===== src/rtl/alu_issue_if.sv =====
// Instruction-offer channel into the ALU issue stage.
// Handshake: a transfer happens on a rising clk edge where in_valid and in_ready are both high;
// the master holds in_instr/in_imm stable while in_valid is high, and in_ready does not depend on in_valid.
interface alu_issue_if #(
  parameter int WIDTH = 4
);
  logic             in_valid;
  logic             in_ready;
  logic [9:0]       in_instr;
  logic [WIDTH-1:0] in_imm;

  modport master (output in_valid, in_instr, in_imm, input in_ready);
  modport slave  (input in_valid, in_instr, in_imm, output in_ready);
endinterface


===== src/rtl/alu_issue.sv =====
// Issue/writeback stage in front of the combinational ALU: reads a 4-entry register file,
// drives registered operands to the ALU, then writes the result and flags back one cycle later.
module alu_issue #(
  parameter int WIDTH = 4
) (
  input  logic             clk,
  input  logic             rst,
  alu_issue_if.slave       in_if,
  output logic [WIDTH-1:0] alu_a,
  output logic [WIDTH-1:0] alu_b,
  output logic [2:0]       alu_op,
  input  logic [WIDTH-1:0] alu_result,
  input  logic             alu_zero,
  input  logic             alu_carry,
  output logic             done,
  output logic             flag_zero,
  output logic             flag_carry,
  input  logic [1:0]       dbg_addr,
  output logic [WIDTH-1:0] dbg_data,
  output logic             dbg_state
);

  typedef enum logic {
    IDLE = 1'b0,
    EXEC = 1'b1
  } state_t;

  state_t           state;
  state_t           next_state;
  logic             accept;
  logic             writeback;
  logic             ldi_q;
  logic [1:0]       dst_q;
  logic [WIDTH-1:0] imm_q;
  logic [WIDTH-1:0] rf [4];

  logic       in_ldi;
  logic [2:0] in_op;
  logic [1:0] in_dst;
  logic [1:0] in_src_a;
  logic [1:0] in_src_b;

  assign {in_ldi, in_op, in_dst, in_src_a, in_src_b} = in_if.in_instr;

  always_ff @(posedge clk or posedge rst) begin
    if (rst) state <= IDLE;
    else     state <= next_state;
  end

  always_comb begin
    next_state     = state;
    accept         = 1'b0;
    writeback      = 1'b0;
    in_if.in_ready = 1'b0;
    case (state)
      IDLE: begin
        in_if.in_ready = 1'b1;
        if (in_if.in_valid) begin
          accept     = 1'b1;
          next_state = EXEC;
        end
      end
      EXEC: begin
        writeback  = 1'b1;
        next_state = IDLE;
      end
      default: next_state = IDLE;
    endcase
  end

  // Operands are captured at accept, so a dst that aliases a source needs no hazard handling.
  always_ff @(posedge clk or posedge rst) begin
    if (rst) begin
      ldi_q      <= 1'b0;
      dst_q      <= 2'd0;
      imm_q      <= '0;
      alu_a      <= '0;
      alu_b      <= '0;
      alu_op     <= 3'b000;
      done       <= 1'b0;
      flag_zero  <= 1'b0;
      flag_carry <= 1'b0;
      for (int i = 0; i < 4; i++) rf[i] <= '0;
    end else begin
      done <= writeback;
      if (accept) begin
        ldi_q <= in_ldi;
        dst_q <= in_dst;
        imm_q <= in_if.in_imm;
        if (!in_ldi) begin
          alu_a  <= rf[in_src_a];
          alu_b  <= rf[in_src_b];
          alu_op <= in_op;
        end
      end
      if (writeback) begin
        if (ldi_q) begin
          rf[dst_q] <= imm_q;
          flag_zero <= (imm_q == '0);
        end else begin
          rf[dst_q]  <= alu_result;
          flag_zero  <= alu_zero;
          flag_carry <= alu_carry;
        end
      end
    end
  end

  assign dbg_data  = rf[dbg_addr];
  assign dbg_state = state;

endmodule


===== src/flat_wrapper.sv =====
// flat-port wrapper written by rule: the top's interface ports become plain ports
module alu_issue_flat 
#(
  parameter int WIDTH = 4
)
  (clk, rst, alu_a, alu_b, alu_op, alu_result, alu_zero, alu_carry, done, flag_zero, flag_carry, dbg_addr, dbg_data, dbg_state, in_if_in_valid, in_if_in_instr, in_if_in_imm, in_if_in_ready);
  alu_issue_if #(.WIDTH(WIDTH)) in_if_i ();
  input  logic clk;
  input  logic rst;
  output logic [WIDTH-1:0] alu_a;
  output logic [WIDTH-1:0] alu_b;
  output logic [2:0] alu_op;
  input  logic [WIDTH-1:0] alu_result;
  input  logic alu_zero;
  input  logic alu_carry;
  output logic done;
  output logic flag_zero;
  output logic flag_carry;
  input  logic [1:0] dbg_addr;
  output logic [WIDTH-1:0] dbg_data;
  output logic dbg_state;
  input wire logic [$bits(in_if_i.in_valid)-1:0] in_if_in_valid;
  input wire logic [$bits(in_if_i.in_instr)-1:0] in_if_in_instr;
  input wire logic [$bits(in_if_i.in_imm)-1:0] in_if_in_imm;
  output wire logic [$bits(in_if_i.in_ready)-1:0] in_if_in_ready;
  assign in_if_i.in_valid = in_if_in_valid;
  assign in_if_i.in_instr = in_if_in_instr;
  assign in_if_i.in_imm = in_if_in_imm;
  assign in_if_in_ready = in_if_i.in_ready;
  alu_issue #(.WIDTH(WIDTH)) u_core (.clk(clk), .rst(rst), .in_if(in_if_i), .alu_a(alu_a), .alu_b(alu_b), .alu_op(alu_op), .alu_result(alu_result), .alu_zero(alu_zero), .alu_carry(alu_carry), .done(done), .flag_zero(flag_zero), .flag_carry(flag_carry), .dbg_addr(dbg_addr), .dbg_data(dbg_data), .dbg_state(dbg_state));
endmodule

===== config.mk =====
export PLATFORM = sky130hd
export DESIGN_NAME = alu_issue_flat
export DESIGN_NICKNAME = d
export VERILOG_FILES = /design/src/rtl/alu_issue_if.sv /design/src/rtl/alu_issue.sv /design/src/flat_wrapper.sv
export SDC_FILE = /design/constraint.sdc
export NUM_CORES = 1
export LEC_CHECK = 0
export CAP_MARGIN = 40
export CORE_MARGIN = 2
export CORE_UTILIZATION = 52
export CTS_CLUSTER_SIZE = 14
export DETAILED_ROUTE_END_ITERATION = 16
export PLACE_DENSITY_LB_ADDON = 0.05
export SYNTH_ARGS = -nofsm -noshare
export SYNTH_HDL_FRONTEND = slang
export SYNTH_SLANG_ARGS = --single-unit

===== constraint.sdc =====
create_clock -name clk -period 2.13 [get_ports clk]
set_input_delay 0.639 -clock clk [delete_from_list [all_inputs] [get_ports clk]]
set_output_delay 0.639 -clock clk [all_outputs]
set_load 0.01 [all_outputs]

==> flow_summary.yaml <==
cells_and_area:
  drive_gt1_share_pct: 28.18
  final_core_util_pct: 70.94
  instances_no_fill: 227
  diodes: 0
  syn_to_final_growth_pct: 31.75
  layout_common_cells: "clkdlybuf4s50_1 (38), dfrtp_1 (38), nand2_1 (13), o21ai_0 (13), buf_4 (10)"
  nNetsFinal: 205
  fill_cells: 257
timing:
  fin_crit_sh_pct: 97.64
  fin_crit_ns: 2.080
  setup_ws_ns: 0.05021
  setup_viol: 0
  grt_setup_unrepaired: "false"
  worst_slew_pin_slew_ns: 0.4689
  slew_headroom_pct: 68.60
  maxSlewViolCount: 0
  skew_ns: 0.002455
  hold_viol_final: 0
  fmaxAchievable_ghz: 0.4808
  fin_tns_setup_ns: 0
route:
  vias: 1212
  drtAntennaViolNets: 0
  drc_errors: 0
  drt-initial-drc-count: 23
  avgViaCountPerCell: 5.339
  routed_wl_um: 3694
  first_pass_iters: 4
  post_drt_wl_per_cell_um: 16.27
critical_path:
  cp-start-kind: "primary input"
  reg2reg_slack_ns: 0.76
  cpLargestDelayFamily: "multiplexers"
  cp_common_cell: "buf_2"
  cp_slowest_cell: "mux4_2"
  crit_chain: "buf_2, mux4_2, buf_2"
  arrival_ns: 1.44
  required_ns: 1.49
  slowest_delay_ns: 0.51
  crit_fanout: 4
  reg2reg_depth: 2
  path_buf_inv: 2
  worstSetupPathType: "in2out"
  r2r-end: "u_core.alu_a[1]"
  r2r-start: "u_core.rf[9]"
  end_kind: "primary output"
floorplanning:
  die_area_um2: 3941
  fp.dieH_um: 62.78
  core_area_um2: 3337
  pin_count: 45
  start_util_pct: 53.84
  placementRows: 21
  fp.dieW_um: 62.78
global_routing:
  grt_pass1_wl_um: 6251
  grt_max_degree: 28
  grt_overflow_total: 0
  gr-usage-all-layers_pct: 20.98
  grt_pass1_vias: 1264
  antenna_found_initial: 0
hold_path:
  min_path_cells: 0
  holdCritPathClass: "reg2reg"
  min_to: "u_core.done"
  worstHoldStart: "u_core.dbg_state"
pwr:
  p_leak_nw: 1.059
  power_density_nw_per_um2: 1058
  ir_worst_vdd_uv: 607.5
  power.total_mw: 2.504
yosys:
  ys_types: 20
  ys_ff_latch: 38
  synth_warnings: 0
  ys_seq_area_share_pct: 52.92
  syn-cell-area_um2: 1797
  synth_nets: 148
  synth.avg_cell_area_um2: 14.61
  netlist_instances: 123
placement:
  place_inst: 219
  dp_hpwl_um: 2791
  pre_cts_slack_ns: -0.7714
  place_congestion: 0.9005
  portBuffers: 44
clock_network:
  clk_pin_slew_worst_paths_ns: 0.10
  clock-root-buffer: "clkbuf_4"
  numCtsBuffers: 5
  worstSkewPairLatency_ns: 0.34
  htree_levels: 2
  cts_buffer_depth: 2
  cts_tree: "built"
  postCtsSetupBuffers: 0
  cts_sinks: 38
run:
  cap_violations: 0
run_status:
  status: "complete, no violations"
==> per-layer routing <==
| metal | vias up | global-route usage (%) | wire length, um | part of all wire (%) |
|---|---|---|---|---|
| li1 | 576 | - | - | - |
| met1 | 596 | 26.17 | 1583 | 43 |
| met2 | 31 | 34.68 | 1870 | 51 |
| met3 | 9 | 7.027 | 170 | 4.6 |
| met4 | 0 | 6.667 | 70 | 1.9 |
| met5 | - | 0 | 0 | 0 |
==> cell type report <==
cell class	count	area, um2	share of cell area [%]
flip-flops and latches	38	950.9	40.17
clock buffers	7	55.05	2.326
well taps	46	57.56	2.431
clock inverters	1	5.005	0.2114
inverters	2	7.507	0.3171
repair buffers	54	491.7	20.77
multi-input cells	79	799.5	33.77
==> sequential cells by signal (all words and copies together) (netlist names), 2 cells and up <==
signal         count
u_core.alu_b       4
u_core.rf         16
u_core.alu_op      3
u_core.imm_q       4
u_core.dst_q       2
u_core.alu_a       4
==> worst reg2reg max path, delay by kind of cell, from the launching register on <==
kind	cells	cell delay [ns]
DFF	1	0.42
muxes	2	0.84
==> worst max-delay path by stage <==
stage                           endpoint  cells after the start             start
after floorplan              dbg_data[0]                      1       dbg_addr[0]
after global placement       dbg_data[0]                      3       dbg_addr[0]
after detailed placement     dbg_data[2]                      3       dbg_addr[0]
after CTS                    dbg_data[3]                      3       dbg_addr[1]
after global routing      in_if_in_ready                      2  u_core.dbg_state
final                        dbg_data[2]                      3       dbg_addr[0]
==> synthesized netlist by cell type <==
cell type  number  share of area, %
nor4_1          1              0.35
nand2b_4        1              0.77
mux4_2          8                10
o21ai_0        13               3.6
buf_2           1              0.28
nor3b_2         1              0.70
inv_1           2              0.42
a21oi_1         5               1.4
dfrtp_1        38                53
nand3b_1        3               1.3
nand2_1        13               2.7
nand3_1         1              0.28
nor2_1          5               1.0
mux2_4          9               7.5
buf_6           3               1.9
mux2_2          8               5.0
o21a_1          1              0.42
nor2b_4         1              0.77
mux4_1          4               5.8
mux2i_1         5               2.8
==> report_power, final <==
| group | switching (mW) | internal (mW) | leakage (nW) |
|---|---|---|---|
| sequential | 0.226 | 0.970 | 0.449 |
| combinational | 0.323 | 0.602 | 0.575 |
| clock | 0.223 | 0.160 | 0.0353 |
| total | 0.772 | 1.73 | 1.06 |
==> cell families (layout without fill, tap and decap cells) <==
group / Yosys count / count (layout) / share of synthesized area [%]
flops: 38 / 38 / 52.92
compound gates: 19 / 19 / 5.432
mux: 34 / 34 / 31.20
simple gates: 26 / 26 / 7.869
buf+inv: 6 / 64 / 2.576
==> timing repair <==
item / 4_1_cts / 5_1_grt
pin swaps: 0 / 0
hold buffers: 0 / 0
resized for setup: 24 / 1
endpoints found under the setup margin: 4 / 1
==> stage by stage <==
step,hold WS [ns],area [um2]
floorplan,0.4537,1797
CTS,0.5106,2374
detailed placement,0.4904,2331
global route,0.5333,2367
global placement,0.4868,2331
finish,0.5070,2367
Power figures use the tool's default switching activity.
==> RTL edit 1: new RTL, same flow settings <==
`WIDTH` is set to 4 in 3 places; all go to 3.
--- a/src/rtl/alu_issue_if.sv
+++ b/src/rtl/alu_issue_if.sv
@@ -3,5 +3,5 @@
 // the master holds in_instr/in_imm stable while in_valid is high, and in_ready does not depend on in_valid.
 interface alu_issue_if #(
-  parameter int WIDTH = 4
+  parameter int WIDTH = 3
 );
   logic             in_valid;
--- a/src/rtl/alu_issue.sv
+++ b/src/rtl/alu_issue.sv
@@ -2,5 +2,5 @@
 // drives registered operands to the ALU, then writes the result and flags back one cycle later.
 module alu_issue #(
-  parameter int WIDTH = 4
+  parameter int WIDTH = 3
 ) (
   input  logic             clk,
--- a/src/flat_wrapper.sv
+++ b/src/flat_wrapper.sv
@@ -2,5 +2,5 @@
 module alu_issue_flat 
 #(
-  parameter int WIDTH = 4
+  parameter int WIDTH = 3
 )
   (clk, rst, alu_a, alu_b, alu_op, alu_result, alu_zero, alu_carry, done, flag_zero, flag_carry, dbg_addr, dbg_data, dbg_state, in_if_in_valid, in_if_in_instr, in_if_in_imm, in_if_in_ready);
Ports: changed (5 resized); port bits go from 45 to 40. The function was not compared with the original's and may differ.
==> RTL edit 1 against the original RTL <==
- routed wire length is 27% lower
- clock power increased by 2%
- global-route usage is 1.8 points lower
- worst setup slack gained 0.010 ns
- power fell by 15%
- maximum frequency increased by 0.51%
- non-clock buffer count decreased by 8
- sequential cell count fell by 7
- final area decreased by 16%
- synthesized area decreased by 18%
- critical path type unchanged
==> RTL edit 1: results (changes against the original RTL) <==
metric,value,unit,change
Met1 Wirelength,1140,um,-28%
CP startpoint,dbg_addr[1],,
mux share of post-synthesis cell area,39.3,%,+8.1 points
Critical Path Sink,dbg_data[1],,
Routed WL,2710,um,-27%
met2 routed WL,1380,um,-26%
share of post-route cells with drive strength above 1,39.9,%,+12 points
largest net degree at the start of global routing,32,,+14%
Layout Utilization,73.3,%,+2.4 points
first-pass detailed-route iteration total,4,,unchanged
Leak Pwr,0.858,nW,-19%
met1 Usage GRT,23.8,%,-2.4 points
Fillers,189,,-26%
syn avg cell area,16.9,um2,+16%
switching share of power,27.8,%,-3.0 points
port buffer count,39,,-11%
first-pass GRT wire length,4580,um,-27%
htree depth,2,,unchanged
worst hold slack,0.478,ns,-0.0294 ns
final RePlAce weighted congestion,0.776,,-14%
placed cell area,0.00193,mm2,-17%
worst-case register-to-register setup slack,0.60,ns,-0.16 ns
Worst-Skew Late Latency,0.33,ns,
Iter 0 DRT Violations,20,,-13%
hpwl dp,2040,um,-27%
total track usage,19.2,%,-1.8 points
Register-to-Register Path Depth,4,,+2
worst-margin pin slew,0.390,ns,-0.0788 ns
GR Util met3,7.48,%,+0.46 points
Syn Nets,110,,-26%
vias per cell,5.47,,+2.4%
critical-path maximum fanout,3,,-1
RR Startpoint,u_core.dbg_state,,
outcome,completed,,
synth unique cells,18,,-10%
Seq pwr share,45.7,%,-2.1 points
placed cell count,160,,-27%
complex-gate fraction of the synthesized area,1.11,%,-4.3 points
vias in the first global route,943,,-25%
reg-to-reg endpoint,u_core.alu_op[2],,
Worst VDD drop,945,uV,+56%
sequential area share after synthesis,52.7,%,-0.20 points
clk_skew,0.00249,ns,+0.0000377 ns
Post-Layout Cell Count,169,,-26%
DR WL met3,156,um,-8.2%
number of flip-flops under the largest register name,12,,-4
Area contributors post-synth,"dfrtp_1 (53%), mux2_2 (20%), mux4_1 (11%), mux4_2 (4.6%), mux2_4 (4.1%)",,
Comb power,0.000763,W,-18%
RTL edit 1: cell count changes in the layout (fill, tap and decap cells not counted), sizes merged, moves of 5 or more:
| cell | unedited run | this run |
|---|---|---|
| mux2 | 17 | 30 |
| dfrtp | 38 | 31 |
| mux2i | 5 | 0 |
| a21oi | 5 | 0 |
| o21ai | 13 | 0 |
| nand2 | 13 | 0 |
RTL edit 1: what timing repair did:
item	in CTS	in global routing
setup buffers	0	1
endpoints found under the hold margin	0	0
endpoints found under the setup margin	3	3
gates resized for setup	20	2
RTL edit 1: layout make-up:
| type | instances | area, um2 | share of cell area [%] |
|---|---|---|---|
| clock buffer | 8 | 68.8 | 3.46 |
| inverter | 2 | 7.51 | 0.378 |
| multi-input combinational | 51 | 671 | 33.8 |
| sequential | 31 | 777 | 39.1 |
| tap | 31 | 38.8 | 1.95 |
| timing repair buffer | 46 | 424 | 21.3 |
==> RTL edit 2: new RTL, config.mk and constraints unchanged <==
Without the edit above. Put a register stage on the output `dbg_data`, without a reset. The value now appears one clock later. The other outputs are not delayed to match.
--- a/src/rtl/alu_issue.sv
+++ b/src/rtl/alu_issue.sv
@@ -107,5 +107,7 @@
   end
 
-  assign dbg_data  = rf[dbg_addr];
+  always_ff @(posedge clk) begin
+    dbg_data <= rf[dbg_addr];
+  end
   assign dbg_state = state;
 
Behaviour: not the same (Yosys sat finds a counterexample within 4 cycles, from zero or initial values and one cycle with rst high).
==> RTL edit 2 against the original RTL <==
- final area grew 3.6%
- count of clock-buffer cells in the layout shrank 2
- sequential cell count is 4 higher
- worst hold slack gained 0.0099 ns
- largest cell class unchanged
- power rose by 9.0%
- first-iteration DRC count grew to 3.3 times the old value
- critical path type is now flip-flop to output port
- combinational power up 0.5%
- final cell count shrank 1.3%
- routed wire length decreased by 3.4%
- worst setup slack better by 0.024 ns
- maximum frequency rose by 1.2%
- synthesized area increased by 5.3%
==> RTL edit 2: results (changes against the original RTL) <==
metric,value,unit,change
DR WL met3,187,um,+10%
Routed WL,3570,um,-3.4%
slowest CP cell,clkdlybuf4s50_1,,
met1 Usage GRT,24.0,%,-2.2 points
hold depth,2,,+2
first-pass GRT wire length,5840,um,-6.6%
total net switching power,0.000784,W,+1.6%
largest net degree at the start of global routing,39,,+39%
Worst VDD drop,620,uV,+2.1%
GR Util met3,5.11,%,-1.9 points
Iter 0 DRT Violations,75,,+230%
clk_skew,0.0131,ns,+0.0106 ns
outcome,completed,,
placed cell count,216,,-1.4%
Worst-Skew Late Latency,0.37,ns,+0.03 ns
complex-gate fraction of the synthesized area,5.16,%,-0.27 points
crit path DAT,1.42,ns,-0.02 ns
Area contributors post-synth,"dfrtp_1 (50%), mux4_1 (11%), mux2_4 (7.1%), mux2_2 (4.8%), mux4_2 (4.8%)",,
Power Clock,0.000498,W,+30%
Fillers,247,,-3.9%
vias per cell,5.35,,+0.25%
async set-or-reset flop fraction in the synthesized netlist,90.5,%,-9.5 points
Leak Pwr,1.08,nW,+2.2%
met2 routed WL,1810,um,-3.5%
reg-to-reg endpoint,u_core.imm_q[3],,
Comb power,0.000930,W,+0.5%
share of post-route cells with drive strength above 1,20.2,%,-8.0 points
Hold EP,u_core.flag_carry,,
HP Start,u_core.flag_carry,,
met2 Usage GRT,31.4,%,-3.3 points
critical path's top delay family,buffers and inverters,,
Final Cycle Share,96.5,%,-1.1 points
Setup WS pre-CTS,-0.144,ns,+0.628 ns
RTL edit 2: cell count changes after synthesis, sizes merged:
cell   before  now
dfxtp       0    4
RTL edit 2: layout make-up:
| cell class | count | area [um2] | share of cell area [%] |
|---|---|---|---|
| flip-flops and latches | 42 | 1030 | 42.1 |
| multi-input cells | 79 | 815 | 33.2 |
| repair buffers | 47 | 463 | 18.9 |
| well taps | 46 | 57.6 | 2.35 |
| clock inverters | 3 | 40.0 | 1.63 |
| clock buffers | 5 | 37.5 | 1.53 |
| inverters | 2 | 7.51 | 0.306 |
RTL edit 2: per-stage QoR:
| stage | cell area (um2) | TNS [ns] |
|---|---|---|
| finish | 2450 | 0 |
| global route | 2450 | 0 |
| CTS | 2450 | 0 |
| detailed placement | 2370 | -0.645 |
| global placement | 2370 | -0.450 |
| floorplan | 1890 | 0 |
RTL edit 2: kinds of logic after synthesis:
kind of cell | count (synthesis)
buffers and inverters | 6
AO/OA/AOI/OAI | 19
flip-flops | 42
AND/OR/NAND/NOR | 26
multiplexers | 34
